[src/rtl/boot_loader_if.sv]
// boot_loader_if: bundles the loader's byte-stream input and memory write bus.
//   rx_dv    : one-cycle strobe, rx_byte valid          (UART receiver -> loader)
//   rx_byte  : received byte                            (UART receiver -> loader)
//   mem_sel  : target memory index for we               (loader -> memories)
//   we       : one-cycle write strobe                   (loader -> memories)
//   addr     : word address                             (loader -> memories)
//   wdata    : write data                               (loader -> memories)
// Modport master is the loader side, slave is the receiver/memory side.
interface boot_loader_if #(
  parameter int DATA_W = 32,
  parameter int ADDR_W = 12,
  parameter int SEL_W  = 1
);
  logic              rx_dv;
  logic [7:0]        rx_byte;
  logic [SEL_W-1:0]  mem_sel;
  logic              we;
  logic [ADDR_W-1:0] addr;
  logic [DATA_W-1:0] wdata;

  modport master (input rx_dv, rx_byte, output mem_sel, we, addr, wdata);
  modport slave  (output rx_dv, rx_byte, input mem_sel, we, addr, wdata);
endinterface

[src/rtl/boot_loader_ctrl.sv]
// boot_loader_ctrl: program loader. Assembles little-endian DATA_W-bit words
// from a UART byte stream and writes them into one of NUM_MEM memories chosen
// per segment by a header byte. Holds the system in reset while loading.
// Ports:
//   clk_i, rst_i  : clock, synchronous active-high reset
//   prog_i        : programming request level; rising edge starts a session
//   bus           : boot_loader_if.master (rx byte stream in, memory write bus out)
//   prog_rst_no   : system reset, active-low, 0 while loading or after abort
//   done_o        : session completed (sticky)
//   err_o         : session aborted (sticky)
//   word_cnt_o    : words written in the current segment
// Optional: define LOADER_CHECKSUM_EN to require an 8-bit segment checksum
// byte after each terminator word.
//
// state | meaning
// IDLE  | no session since reset
// HDR   | waiting for segment header byte
// LOAD  | collecting bytes of a word
// WRITE | evaluating assembled word (write / terminator / overflow)
// CSUM  | waiting for segment checksum byte (LOADER_CHECKSUM_EN only)
// DONE  | session finished, system released
// ERR   | session aborted, system held in reset
module boot_loader_ctrl #(
  parameter int                DATA_W   = 32,
  parameter int                ADDR_W   = 12,
  parameter int                NUM_MEM  = 2,
  parameter logic [DATA_W-1:0] END_WORD = 32'h0000_0FFF,
  parameter logic [7:0]        END_HDR  = 8'hFF
) (
  input  logic                clk_i,
  input  logic                rst_i,
  input  logic                prog_i,
  boot_loader_if.master       bus,
  output logic                prog_rst_no,
  output logic                done_o,
  output logic                err_o,
  output logic [ADDR_W:0]     word_cnt_o
);
  localparam int BPW   = DATA_W / 8;
  localparam int SEL_W = (NUM_MEM > 1) ? $clog2(NUM_MEM) : 1;
  localparam int IDX_W = (BPW > 1) ? $clog2(BPW) : 1;
  localparam logic [8:0]       NUM_MEM9 = 9'(NUM_MEM);
  localparam logic [IDX_W-1:0] LAST_IDX = IDX_W'(BPW - 1);

`ifdef LOADER_CHECKSUM_EN
  typedef enum logic [2:0] {S_IDLE, S_HDR, S_LOAD, S_WRITE, S_DONE, S_ERR, S_CSUM} state_t;
`else
  typedef enum logic [2:0] {S_IDLE, S_HDR, S_LOAD, S_WRITE, S_DONE, S_ERR} state_t;
`endif

  state_t            state_q, state_d;
  logic              prog_q;
  logic [IDX_W-1:0]  byte_idx_q, byte_idx_d;
  logic [DATA_W-1:0] asm_q, asm_d;
  logic [ADDR_W:0]   word_cnt_q, word_cnt_d;
  logic [SEL_W-1:0]  sel_q, sel_d;
  logic [ADDR_W-1:0] addr_q, addr_d;
  logic [DATA_W-1:0] wdata_q, wdata_d;
  logic              we_q, we_d;
  logic              rst_n_q, rst_n_d;
  logic              done_q, done_d;
  logic              err_q, err_d;
  logic              start, prog_fall, in_session, cap;
`ifdef LOADER_CHECKSUM_EN
  logic [7:0]        sum_q, sum_d;

  function automatic logic [7:0] lane_sum(input logic [DATA_W-1:0] w);
    logic [7:0] s;
    s = '0;
    for (int i = 0; i < BPW; i++) s = s + w[i*8 +: 8];
    return s;
  endfunction
`endif

  assign start     = prog_i & ~prog_q;
  assign prog_fall = ~prog_i & prog_q;

  always_comb begin
    in_session = (state_q == S_HDR) || (state_q == S_LOAD) || (state_q == S_WRITE);
`ifdef LOADER_CHECKSUM_EN
    if (state_q == S_CSUM) in_session = 1'b1;
`endif
  end

  always_comb begin
    state_d    = state_q;
    byte_idx_d = byte_idx_q;
    asm_d      = asm_q;
    word_cnt_d = word_cnt_q;
    sel_d      = sel_q;
    addr_d     = addr_q;
    wdata_d    = wdata_q;
    we_d       = 1'b0;
    rst_n_d    = rst_n_q;
    done_d     = done_q;
    err_d      = err_q;
    cap        = 1'b0;
`ifdef LOADER_CHECKSUM_EN
    sum_d      = sum_q;
`endif
    // A byte arriving together with start is dropped: start wins outright.
    if (start) begin
      state_d    = S_HDR;
      done_d     = 1'b0;
      err_d      = 1'b0;
      rst_n_d    = 1'b0;
      byte_idx_d = '0;
    end else if (prog_fall && in_session) begin
      state_d = S_ERR;
      err_d   = 1'b1;
    end else begin
      case (state_q)
        S_HDR: if (bus.rx_dv) begin
          if (bus.rx_byte == END_HDR) begin
            state_d = S_DONE;
            done_d  = 1'b1;
            rst_n_d = 1'b1;
          end else if ({1'b0, bus.rx_byte} < NUM_MEM9) begin
            state_d    = S_LOAD;
            sel_d      = bus.rx_byte[SEL_W-1:0];
            addr_d     = '0;
            word_cnt_d = '0;
            byte_idx_d = '0;
`ifdef LOADER_CHECKSUM_EN
            sum_d      = '0;
`endif
          end else begin
            state_d = S_ERR;
            err_d   = 1'b1;
          end
        end
        S_LOAD: cap = bus.rx_dv;
        S_WRITE: begin
          if (asm_q == END_WORD) begin
`ifdef LOADER_CHECKSUM_EN
            state_d = S_CSUM;
`else
            state_d = S_HDR;
`endif
          end else if (word_cnt_q[ADDR_W]) begin
            // every address already used; addresses never wrap
            state_d = S_ERR;
            err_d   = 1'b1;
          end else begin
            we_d       = 1'b1;
            addr_d     = word_cnt_q[ADDR_W-1:0];
            wdata_d    = asm_q;
            word_cnt_d = word_cnt_q + 1'b1;
            state_d    = S_LOAD;
            // a byte arriving now belongs to the next word
            cap        = bus.rx_dv;
`ifdef LOADER_CHECKSUM_EN
            sum_d      = sum_q + lane_sum(asm_q);
`endif
          end
        end
`ifdef LOADER_CHECKSUM_EN
        S_CSUM: if (bus.rx_dv) begin
          if (bus.rx_byte == sum_q) begin
            state_d = S_HDR;
          end else begin
            state_d = S_ERR;
            err_d   = 1'b1;
          end
        end
`endif
        default: ;
      endcase
    end
    if (cap) begin
      asm_d[byte_idx_q*8 +: 8] = bus.rx_byte;
      if (byte_idx_q == LAST_IDX) begin
        byte_idx_d = '0;
        state_d    = S_WRITE;
      end else begin
        byte_idx_d = byte_idx_q + 1'b1;
      end
    end
  end

  always_ff @(posedge clk_i) begin
    if (rst_i) begin
      state_q    <= S_IDLE;
      prog_q     <= 1'b0;
      byte_idx_q <= '0;
      asm_q      <= '0;
      word_cnt_q <= '0;
      sel_q      <= '0;
      addr_q     <= '0;
      wdata_q    <= '0;
      we_q       <= 1'b0;
      rst_n_q    <= 1'b1;
      done_q     <= 1'b0;
      err_q      <= 1'b0;
`ifdef LOADER_CHECKSUM_EN
      sum_q      <= '0;
`endif
    end else begin
      state_q    <= state_d;
      prog_q     <= prog_i;
      byte_idx_q <= byte_idx_d;
      asm_q      <= asm_d;
      word_cnt_q <= word_cnt_d;
      sel_q      <= sel_d;
      addr_q     <= addr_d;
      wdata_q    <= wdata_d;
      we_q       <= we_d;
      rst_n_q    <= rst_n_d;
      done_q     <= done_d;
      err_q      <= err_d;
`ifdef LOADER_CHECKSUM_EN
      sum_q      <= sum_d;
`endif
    end
  end

  assign bus.mem_sel  = sel_q;
  assign bus.we       = we_q;
  assign bus.addr     = addr_q;
  assign bus.wdata    = wdata_q;
  assign prog_rst_no  = rst_n_q;
  assign done_o       = done_q;
  assign err_o        = err_q;
  assign word_cnt_o   = word_cnt_q;
endmodule

[src/flat_wrapper.sv]
// flat-port wrapper written by rule: the top's interface ports become plain ports
module boot_loader_ctrl_flat 
#(
  parameter int                DATA_W   = 32,
  parameter int                ADDR_W   = 12,
  parameter int                NUM_MEM  = 2,
  parameter logic [DATA_W-1:0] END_WORD = 32'h0000_0FFF,
  parameter logic [7:0]        END_HDR  = 8'hFF
)
  (clk_i, rst_i, prog_i, prog_rst_no, done_o, err_o, word_cnt_o, bus_rx_dv, bus_rx_byte, bus_mem_sel, bus_we, bus_addr, bus_wdata);
  boot_loader_if #(.DATA_W(DATA_W), .ADDR_W(ADDR_W)) bus_i ();
  input  logic clk_i;
  input  logic rst_i;
  input  logic prog_i;
  output logic prog_rst_no;
  output logic done_o;
  output logic err_o;
  output logic [ADDR_W:0] word_cnt_o;
  input wire logic [$bits(bus_i.rx_dv)-1:0] bus_rx_dv;
  input wire logic [$bits(bus_i.rx_byte)-1:0] bus_rx_byte;
  output wire logic [$bits(bus_i.mem_sel)-1:0] bus_mem_sel;
  output wire logic [$bits(bus_i.we)-1:0] bus_we;
  output wire logic [$bits(bus_i.addr)-1:0] bus_addr;
  output wire logic [$bits(bus_i.wdata)-1:0] bus_wdata;
  assign bus_i.rx_dv = bus_rx_dv;
  assign bus_i.rx_byte = bus_rx_byte;
  assign bus_mem_sel = bus_i.mem_sel;
  assign bus_we = bus_i.we;
  assign bus_addr = bus_i.addr;
  assign bus_wdata = bus_i.wdata;
  boot_loader_ctrl #(.DATA_W(DATA_W), .ADDR_W(ADDR_W), .NUM_MEM(NUM_MEM), .END_WORD(END_WORD), .END_HDR(END_HDR)) u_core (.clk_i(clk_i), .rst_i(rst_i), .prog_i(prog_i), .bus(bus_i), .prog_rst_no(prog_rst_no), .done_o(done_o), .err_o(err_o), .word_cnt_o(word_cnt_o));
endmodule
[config.mk]
export PLATFORM = sky130hd
export DESIGN_NAME = boot_loader_ctrl_flat
export DESIGN_NICKNAME = d
export VERILOG_FILES = /design/src/rtl/boot_loader_if.sv /design/src/rtl/boot_loader_ctrl.sv /design/src/flat_wrapper.sv
export SDC_FILE = /design/constraint.sdc
export NUM_CORES = 1
export LEC_CHECK = 0
export CORE_MARGIN = 4
export CORE_UTILIZATION = 48
export DETAILED_ROUTE_END_ITERATION = 12
export GPL_TIMING_DRIVEN = 0
export PLACE_DENSITY = 0.84
export SETUP_SLACK_MARGIN = 0.1
export SLEW_MARGIN = 20
export SYNTH_ARGS = -nofsm -noshare
export SYNTH_HDL_FRONTEND = slang
export SYNTH_SLANG_ARGS = --single-unit
export TNS_END_PERCENT = 30
[constraint.sdc]
create_clock -name clk_i -period 2 [get_ports clk_i]
set_clock_uncertainty 0.15 [all_clocks]
set_input_delay 0.3 -clock clk_i [delete_from_list [all_inputs] [get_ports clk_i]]
set_output_delay 0.3 -clock clk_i [all_outputs]
set_load 0.02 [all_outputs]
==> metrics.md <==
| Metric | Value |
|---|---|
| EDFF count, synth | 0 |
| Post-synthesis sequential area ratio | 45.5% |
| Area growth, synth to finish | 41.2% |
| Post-layout util | between 70% and 80% |
| Worst VDD drop | approximately 0.00044 V |
| Hold Path End | u_core.asm_q[27]$_SDFFE_PP0P_ |
| Largest net degree at the start of global routing | 18 |
| CORE AREA | roughly 8800 um^2 |
| Post-synthesis adder-cell area fraction | roughly 2% |
| RR Endpoint | u_core.bus.wdata[15]$_SDFFE_PP0P_ |
| Chip width | 104 um |
| Yosys top cell by area | dfxtp_1 |
| PnR Total Power | about 3.5 mW |
| Failing checks | negative setup slack |
| Min setup slack post-route | -0.122 ns |
| Clock root buffer master | clkbuf_8 |
| # IOs | 74 |
| WL final | 13.0 mm |
| Worst setup EP type | register |
| First-pass GRT wire length | roughly 20 mm |
| Gpl congestion | 0.834 |
| Maximum root-to-sink buffer count | 2 |
| Slowest stage delay, CP | 0.37 ns |
| Final cell count without fillers | 715 |
| Status | finished with violations |
| Worst Setup Start Kind | register |
| WP data required | 2.10 ns |
| Area share of the leading cell type in the synthesized netlist | a little under half |
| Final Cycle Share | 106% |
| Initial antenna violation count | 0 |
| Cell count after placement | around 670 |
| DRT iter0 DRCs | about 240 |
| Initial Util | between 40% and 50% |
| Register area | 2020 um^2 |
| Worst-path clk slew | 0.10 ns |
| Final Hold Vio Count | 0 |
| Slowest cell on the critical path | dfxtp_4 |
| Synth cell types | 48 |
| Multi-input gate area | approximately 2500 um^2 |
| Main synth FF type | dfxtp_1 |
| Max FO, Critical Path | 7 |
| Critical path cell sequence | nor4_4, nand4_4, o21ai_2, or3_4, buf_12, clkbuf_16, mux2i_1, nor2_1 |
| Syn Area/Cell | approximately 9.1 um^2 |
| Net count after synthesis | about 500 |
| Drt pass-1 iters | 5 |
| FF-to-FF setup slack | -0.12 ns |
| Area contributors post-synth | dfxtp_1 (46%), mux2i_1 (8.0%), nand2b_1 (6.4%) |
| Die Span Y | a little over 100 um |
| Vias | slightly above 4000 |
| Synth cell count leaders | dfxtp_1 (100), nor2_1 (62), nand3_1 (48) |
| Wire length per cell | 18.1 um |
| CTS tree | built |
| Number of global-route vias before repair | 4066 |
| Critical Path AT | around 2.2 ns |
| Die area | between 10000 and 15000 um^2 |
| Setup TNS Final | -5.07 ns |
| Setup Crit Path Kind | register to register |
| Slew Limit Fails | 0 |
| Worst r2r src | u_core.asm_q[27]$_SDFFE_PP0P_ |
| Yosys reg bits | 100 |
| Mapped Area | between 4000 and 5000 um^2 |
| Congestion Overflow GR | 0 |
| Layout cells sized above 1 | 21.6% |
| Synth Area in Compound Gates | about a tenth |
| Final Setup Violations | between 70 and 80 |
| Clock sink total | 100 |
| RSZ-0062 raised after global routing | yes |
| WHS | 0.224 ns |
| Detailed placement HPWL | 8.03 mm |
| Hold Crit Start | bus_rx_byte[3] |
| Most common cell in the netlist | dfxtp_1 |
| Gr usage total | 22.2% |
| Ys async rst share | 0% |
| Maxcap violations | 0 |
| Pwr dens | between 500 and 600 nW/um^2 |
| Hold depth | 3 |
| Post-synthesis mux area share | between 7 and 8% |
| # rows | 34 |
| Nets | about 620 |
| # fillers | ~640 |
| TritonCTS Buffers | 9 |
| Synthesized instance count | a little under 500 |
| DRT antenna net count | 0 |
| Hold Crit Class | input port to register |
| Fmax | about 0.47 GHz |
| CTS H-tree depth | 3 |
| Synth Warn # | 0 |
| Post-synthesis xor/xnor area fraction | about 1.6% |
| Synth Area in Simple Gates | between 20% and 30% |
| Port Buffers | 73 |
| Largest family of logic cells by synthesized area | simple AND/OR/NAND/NOR gates |
| Slew @ Worst Pin | approximately 0.51 ns |
| Vias per cell | 5.77 |
| Worst reg2reg path depth | 8 |
| Post-route DRC | 0 |
| Pleak | ~2.5 nW |
| Rel. slew slack | approximately 66% |
| Antenna cells | 0 |
| Clk_lat worst skew | around 0.37 ns |
| Crit path time final | approximately 2.1 ns |
through the flow:
step / setup slack (ns) / cell area [um^2]
2_1_floorplan: 0.0916 / 4400
3_3_place_gp: -0.635 / 5260
3_5_place_dp: -0.670 / 5260
4_1_cts: -0.0745 / 5940
5_1_grt: -0.201 / 6210
6_report: -0.122 / 6210
sequential cells by signal, indices dropped and copies added (netlist names), 2 cells and up:
register and count:
u_core.bus.addr 12, u_core.word_cnt_o 13, u_core.asm_q 32, u_core.bus.wdata 32, u_core.state_q 3, u_core.byte_idx_q 2
metal layers:
layer / vias to the layer above / track usage, % / wire [um]
met2: 207 / 39.1 / 6510
met1: 1953 / 26.3 / 5090
met5: - / 0 / 0
met3: 40 / 4.48 / 960
li1: 1928 / - / -
met4: 0 / 9.31 / 412
worst max path at each step:
stage	start	end	slack, ns
finish	u_core.asm_q[27]$_SDFFE_PP0P_	u_core.bus.wdata[15]$_SDFFE_PP0P_	-0.12
global route	prog_i	u_core.word_cnt_o[10]$_SDFFE_PP0P_	-0.20
CTS	u_core.asm_q[18]$_SDFFE_PP0P_	u_core.bus.wdata[24]$_SDFFE_PP0P_	-0.07
detailed placement	bus_rx_byte[5]	u_core.word_cnt_o[10]$_SDFFE_PP0P_	-0.67
global placement	bus_rx_byte[6]	u_core.word_cnt_o[10]$_SDFFE_PP0P_	-0.63
floorplan	u_core.byte_idx_q[0]$_SDFFE_PP0P_	u_core.asm_q[10]$_SDFFE_PP0P_	0.09
report_power, final:
part	internal, mW	switching, mW
clock network	0.500	0.755
registers	2.00	0.0107
logic	0.109	0.165
total	2.61	0.931
logic make-up after synthesis:
family,after synthesis
buf+inv,32
xor+xnor,8
fa+ha+maj,7
mux,35
simple gates,225
compound gates,78
flops,100
what timing repair did:
action	CTS	global route
hold buffers	0	0
gates resized for setup	84	42
endpoints found under the setup margin	107	97
buffers inserted	23	5
cloned	3	3
pin swaps	18	14
layout make-up:
| class | count | share of cell area (%) |
|---|---|---|
| Multi-Input combinational cell | 353 | 40.9 |
| Tap cell | 108 | 2.18 |
| Clock buffer | 10 | 2.22 |
| Clock inverter | 5 | 0.725 |
| Inverter | 5 | 0.363 |
| Timing Repair Buffer | 107 | 17.3 |
| Buffer | 27 | 3.71 |
| Sequential cell | 100 | 32.6 |
cell usage in the layout, fill, tap and decap left out, types with 10 or more instances in the layout:
cell type and n:
clkbuf_8 10, o21ai_1 13, nand3_1 46, nand2_1 18, a21oi_1 38, dlygate4sd2_1 15, nor2_1 61, clkdlybuf4s50_1 54
dfxtp_1 90, mux2i_1 33, nand2b_1 43, buf_4 23, buf_6 15
critical path: cells and delay by family, from the launching register on:
| family | cells | cell delay, ns |
|---|---|---|
| AO/OA/AOI/OAI | 1 | 0.21 |
| multiplexers | 1 | 0.19 |
| AND/OR/NAND/NOR | 4 | 0.76 |
| buffers and inverters | 2 | 0.31 |
| flip-flops | 1 | 0.37 |
(Power assumes the default switching activity.)
